===== src/rtl/fifo_sync_pkg.sv =====
// fifo_sync_pkg
//   Shared definitions for the single-clock FIFO slice.
//   - Default geometry (data width, depth, pointer width) for fifo_sync and
//     its storage sub-module.
//   - An enum naming the four possible per-cycle operations, with a helper
//     that folds the accepted write/read strobes into that enum.
package fifo_sync_pkg;

  localparam int unsigned FIFO_DATA_W = 8;
  localparam int unsigned FIFO_DEPTH  = 16;
  localparam int unsigned FIFO_ADDR_W = 4;

  // Bit 1 = read accepted, bit 0 = write accepted, so the encoding can be
  // built directly from the two strobes.
  typedef enum logic [1:0] {
    OP_IDLE  = 2'b00,
    OP_WRITE = 2'b01,
    OP_READ  = 2'b10,
    OP_BOTH  = 2'b11
  } fifoOp_e;

  function automatic fifoOp_e decodeOp(input logic wrOk, input logic rdOk);
    return fifoOp_e'({rdOk, wrOk});
  endfunction

endpackage


===== src/rtl/fifo_sync_mem.sv =====
// fifo_sync_mem
//   DEPTH x DATA_W register array used as FIFO storage.
//   - One synchronous write port.
//   - One registered read port with enable; the read register holds its
//     value while rd_en is low and clears only on reset. The array itself
//     is never cleared.
// Ports
//   clk      in   clock, rising edge
//   rst      in   asynchronous active-high reset (read register only)
//   wr_en    in   write strobe
//   wr_addr  in   write address
//   wr_data  in   write data
//   rd_en    in   read strobe; loads rd_data from rd_addr
//   rd_addr  in   read address
//   rd_data  out  registered read data
module fifo_sync_mem
  import fifo_sync_pkg::*;
#(
  parameter int unsigned DATA_W = FIFO_DATA_W,
  parameter int unsigned DEPTH  = FIFO_DEPTH,
  parameter int unsigned ADDR_W = FIFO_ADDR_W
) (
  input  logic              clk,
  input  logic              rst,
  input  logic              wr_en,
  input  logic [ADDR_W-1:0] wr_addr,
  input  logic [DATA_W-1:0] wr_data,
  input  logic              rd_en,
  input  logic [ADDR_W-1:0] rd_addr,
  output logic [DATA_W-1:0] rd_data
);

  logic [DATA_W-1:0] r_mem [DEPTH];
  logic [DATA_W-1:0] r_rdData;

  // Storage has no reset: stale words become unreachable once the
  // pointers are cleared, so clearing them would only cost logic.
  always_ff @(posedge clk) begin
    if (wr_en) begin
      r_mem[wr_addr] <= wr_data;
    end
  end

  // The read register samples the array before any same-edge write lands,
  // so a simultaneous write to the read address never bypasses through.
  always_ff @(posedge clk or posedge rst) begin
    if (rst) begin
      r_rdData <= '0;
    end else if (rd_en) begin
      r_rdData <= r_mem[rd_addr];
    end
  end

  assign rd_data = r_rdData;

endmodule


===== src/rtl/fifo_sync.sv =====
// fifo_sync
//   Single-clock first-in/first-out buffer of DEPTH words of DATA_W bits.
//   Read data is registered and accompanied by a one-cycle valid strobe.
//   empty/full are decoded combinationally from the registered count.
// Ports
//   clk    in   clock, all state updates on rising edge
//   rst    in   asynchronous active-high reset
//   wr_en  in   write request; din captured when accepted (not full)
//   din    in   write data
//   rd_en  in   read request; accepted when not empty
//   valid  out  high for one cycle when dout holds newly read data
//   dout   out  read data register; holds when no read is accepted
//   empty  out  FIFO holds 0 words
//   full   out  FIFO holds DEPTH words
module fifo_sync
  import fifo_sync_pkg::*;
#(
  parameter int unsigned DATA_W = FIFO_DATA_W,
  parameter int unsigned DEPTH  = FIFO_DEPTH,
  parameter int unsigned ADDR_W = FIFO_ADDR_W
) (
  input  logic              clk,
  input  logic              rst,
  input  logic              wr_en,
  input  logic [DATA_W-1:0] din,
  input  logic              rd_en,
  output logic              valid,
  output logic [DATA_W-1:0] dout,
  output logic              empty,
  output logic              full
);

  localparam logic [ADDR_W:0] FULL_COUNT = (ADDR_W+1)'(DEPTH);

  logic [ADDR_W-1:0] r_wrPtr;
  logic [ADDR_W-1:0] r_rdPtr;
  logic [ADDR_W:0]   r_count;
  logic              r_valid;

  logic              w_wrOk;
  logic              w_rdOk;
  fifoOp_e           w_op;

  // Both requests are judged against the flags as they stand before the
  // edge: a full FIFO refuses a write even when a read frees a slot in the
  // same cycle, and an empty FIFO refuses a read even when a word arrives.
  assign empty  = (r_count == '0);
  assign full   = (r_count == FULL_COUNT);
  assign w_wrOk = wr_en & ~full;
  assign w_rdOk = rd_en & ~empty;
  assign w_op   = decodeOp(w_wrOk, w_rdOk);

  // Pointers wrap naturally at DEPTH because they are exactly ADDR_W bits
  // wide; the count carries one extra bit so that DEPTH is representable.
  always_ff @(posedge clk or posedge rst) begin
    if (rst) begin
      r_wrPtr <= '0;
      r_rdPtr <= '0;
      r_count <= '0;
    end else begin
      if (w_wrOk) begin
        r_wrPtr <= r_wrPtr + 1'b1;
      end
      if (w_rdOk) begin
        r_rdPtr <= r_rdPtr + 1'b1;
      end
      case (w_op)
        OP_WRITE: r_count <= r_count + 1'b1;
        OP_READ:  r_count <= r_count - 1'b1;
        default:  r_count <= r_count;
      endcase
    end
  end

  // valid mirrors whether the previous edge accepted a read, which is
  // exactly when the storage read register was reloaded.
  always_ff @(posedge clk or posedge rst) begin
    if (rst) begin
      r_valid <= 1'b0;
    end else begin
      r_valid <= w_rdOk;
    end
  end

  assign valid = r_valid;

  fifo_sync_mem #(
    .DATA_W (DATA_W),
    .DEPTH  (DEPTH),
    .ADDR_W (ADDR_W)
  ) u_mem (
    .clk     (clk),
    .rst     (rst),
    .wr_en   (w_wrOk),
    .wr_addr (r_wrPtr),
    .wr_data (din),
    .rd_en   (w_rdOk),
    .rd_addr (r_rdPtr),
    .rd_data (dout)
  );

endmodule


===== config.mk =====
export PLATFORM = sky130hd
export DESIGN_NAME = fifo_sync
export DESIGN_NICKNAME = d
export VERILOG_FILES = /design/src/rtl/fifo_sync_pkg.sv /design/src/rtl/fifo_sync_mem.sv /design/src/rtl/fifo_sync.sv
export SDC_FILE = /design/constraint.sdc
export NUM_CORES = 1
export LEC_CHECK = 0
export CAP_MARGIN = 20
export CORE_MARGIN = 5
export CORE_UTILIZATION = 45
export DETAILED_ROUTE_END_ITERATION = 10
export GPL_TIMING_DRIVEN = 0
export PLACE_DENSITY = 0.66
export SYNTH_ARGS = -nofsm -noshare
export SYNTH_HDL_FRONTEND = slang
export SYNTH_SLANG_ARGS = --single-unit

===== constraint.sdc =====
create_clock -name clk -period 3.5 [get_ports clk]
set_clock_uncertainty 0.1 [all_clocks]
set_input_delay 0.525 -clock clk [delete_from_list [all_inputs] [get_ports clk]]
set_output_delay 0.525 -clock clk [all_outputs]
set_load 0.05 [all_outputs]

==> flow_summary.toml, run 1 <==
[timing]
rsz0062_at_grt = "false"
max_freq_ghz = 0.3042
slew_violations = 0
worstMarginPinSlew_ps = 1007
tns_ps = 0
worst_slack_ps = 213.2
finalHoldViolCount = 0
final.min_clock_period_ps = 3287
relSlewSlack = 0.3264
finalSetupViolations = 0
hold_slack_ps = 379.5
period_share = 0.9391

[floorplan]
start_util = 0.4541
core_area_sq_um = 13140
dieArea_sq_um = 15660
ios = 23
die_width_microns = 125.1
row_count = 42
die_height_microns = 125.1

[yosys]
synth_area_leaders = "edfxtp_1 (64%), mux4_2 (12%), dfrtp_1 (9.2%)"
syn-cell-area_sq_um = 5966
synth_top_area_frac = 0.6443
syn_inst = 318
synth_ff_type = "edfxtp_1"
synth_seq_cells = 150
ys_async_sr_fraction = 0.1467
yosysUniqueCellTypes = 30
synth_edf_count = 128
ys_warn_count = 0
avgSynthCellArea_sq_um = 18.76
ys_seq_area_frac = 0.7366
syn_nets = 340
yosysTopAreaCell = "edfxtp_1"

[setup_path]
reg2reg_slack_ps = 210
worstSetupStartpointType = "register"
required_ps = 3690
cp.arrival_ps = 3480
crit_type = "reg -> reg"
end_kind = "register"
crit_fanout = 9

[clock_tree]
clkTransAtPathRegs_ps = 60
cts_hold_buf = 0
clock_sinks = 150
htreeDepth = 4
cts_setup_buffers = 0
cts_tree = "yes"
clk_latency_ps = 410
cts_resized = 0
cts_root_buf = "clkbuf_16"
numCtsBuffers = 17
clockBufferDepth = 2

[final_layout]
layout_commonest_cell = "edfxtp_1"
drive_gt1_frac = 0.2139
seqCellArea_sq_um = 4394
fin_nets = 383
nFillCells = 1066
fin_util = 0.5334
antenna_cells = 0
multiInputGateArea_sq_um = 1466
area_delta_synth_final_pct = 17.47
final_cell_mix = "edfxtp_1 (128), mux4_2 (33), nand2_1 (30)"

[min_path]
hold_path_class = "reg -> reg"

[global_routing]
grt_usage = 0.1533
grt_pass1_wl_microns = 17750
grt_max_degree = 23
first_global_vias = 3109
antenna_found_initial = 0
gr-total-overflow = 0

[detailed_routing]
top_layer_used = "met4"
wl_met1_microns = 4741
drtIter0Drc = 249
drc = 0
drt_wl_total_microns = 11060
met2_length_microns = 5563
vias_per_cell = 5.244
antenna_left = 0
firstDrtPassIters = 4
num_vias = 2884
met3_length_microns = 607
wl_per_cell_microns = 20.11

[placed_design]
hpwl_microns = 7246
pre_cts_slack_ps = 180.3
gp_congestion = 0.7493
io_buffers = 22

[pwr]
vdd_drop_max_mv = 0.3393
power.density_nw_per_um2 = 849.8
fin_total_pwr_mw = 5.956
p_leak_nw = 2.396

[run_status]
status = "finished, final reports clean"

[job]
maxCapViolCount = 0
-- final cells by class --
cell class                      instances  area share
Tap cell                              176     0.03142
Clock inverter                         14     0.02178
Multi-Input combinational cell        142      0.2092
Timing Repair Buffer                   24     0.03285
Sequential cell                       150      0.6270
Inverter                               10    0.005356
Buffer                                 16     0.01107
Clock buffer                           18     0.06124
-- per-layer routing --
layer  vias up  global-route usage
met5         -                   0
met4         0             0.05166
met3        14             0.04009
met2        70              0.2502
met1      1470              0.2025
li1       1330                   -
-- worst max-delay path, stage by stage (launching register included) --
cell	delay [ps]
dfrtp_1	430
or4_4	560
o21ai_4	240
inv_1	180
ha_1	290
ha_1	330
nor2b_1	140
o21ai_0	200
a21oi_1	110
or3b_2	450
xnor2_1	130
-- metrics by stage --
| step | cell area [sq um] | instances |
|---|---|---|
| after floorplan | 5966 | 318 |
| after global placement | 6406 | 516 |
| final | 7008 | 550 |
| after CTS | 7008 | 550 |
| after detailed placement | 6426 | 518 |
| after global routing | 7008 | 550 |
-- final timing paths --
path | startpoint | end | depth (start not counted)
max reg2reg | r_count[0] | r_count[4] | 10
max | r_count[0] | r_count[4] | 10
min reg2reg | u_mem.rd_data[3] | u_mem.rd_data[3] | 2
min | u_mem.rd_data[3] | u_mem.rd_data[3] | 2
min in group asynchronous | rst | u_mem.rd_data[4] | 2
max in group asynchronous | rst | r_rdPtr[1] | 2
-- logic make-up after synthesis --
group | share of synthesized area
and+or+nand+nor | 0.04405
adders and majority gates | 0.02223
muxes | 0.1380
AOI/OAI and AO/OA | 0.02517
buffers and inverters | 0.01930
DFF | 0.7366
xor gates and xnor gates | 0.01468
-- power by group --
| group | switching (mW) | internal (mW) | leakage, nW |
|---|---|---|---|
| clock | 0.712 | 1.06 | 0.279 |
| combinational | 1.06 | 0.784 | 0.699 |
| sequential | 0.118 | 2.23 | 1.42 |
-- cell usage after synthesis, drive strengths merged, types with 2 or more instances --
master	number
mux4	33
a21oi	2
o221ai	7
nand4	2
inv	10
o21ai	12
buf	10
ha	9
edfxtp	128
mux2i	8
nand2	30
clkbuf	6
xnor2	8
xor2	2
nor3	4
nand2b	3
dfrtp	22
nor2	13
-- sequential cells by signal (all words and copies together) (netlist names) --
| register | flops |
|---|---|
| u_mem.rd_data | 8 |
| r_rdPtr | 4 |
| r_count | 5 |
| u_mem.r_mem | 128 |
| r_wrPtr | 4 |
| valid | 1 |
(Power assumes the default switching activity.)
==> inputs of run 2 (changes only) <==
--- a/config.mk
+++ b/config.mk
@@ -5,7 +5,7 @@
 export SDC_FILE = /design/constraint.sdc
 export NUM_CORES = 1
 export LEC_CHECK = 0
-export CAP_MARGIN = 20
+export CAP_MARGIN = 10
 export CORE_MARGIN = 5
 export CORE_UTILIZATION = 45
 export DETAILED_ROUTE_END_ITERATION = 10
==> results of run 2 <==
Final layout, timing and power as in run 1 (identical DEF).
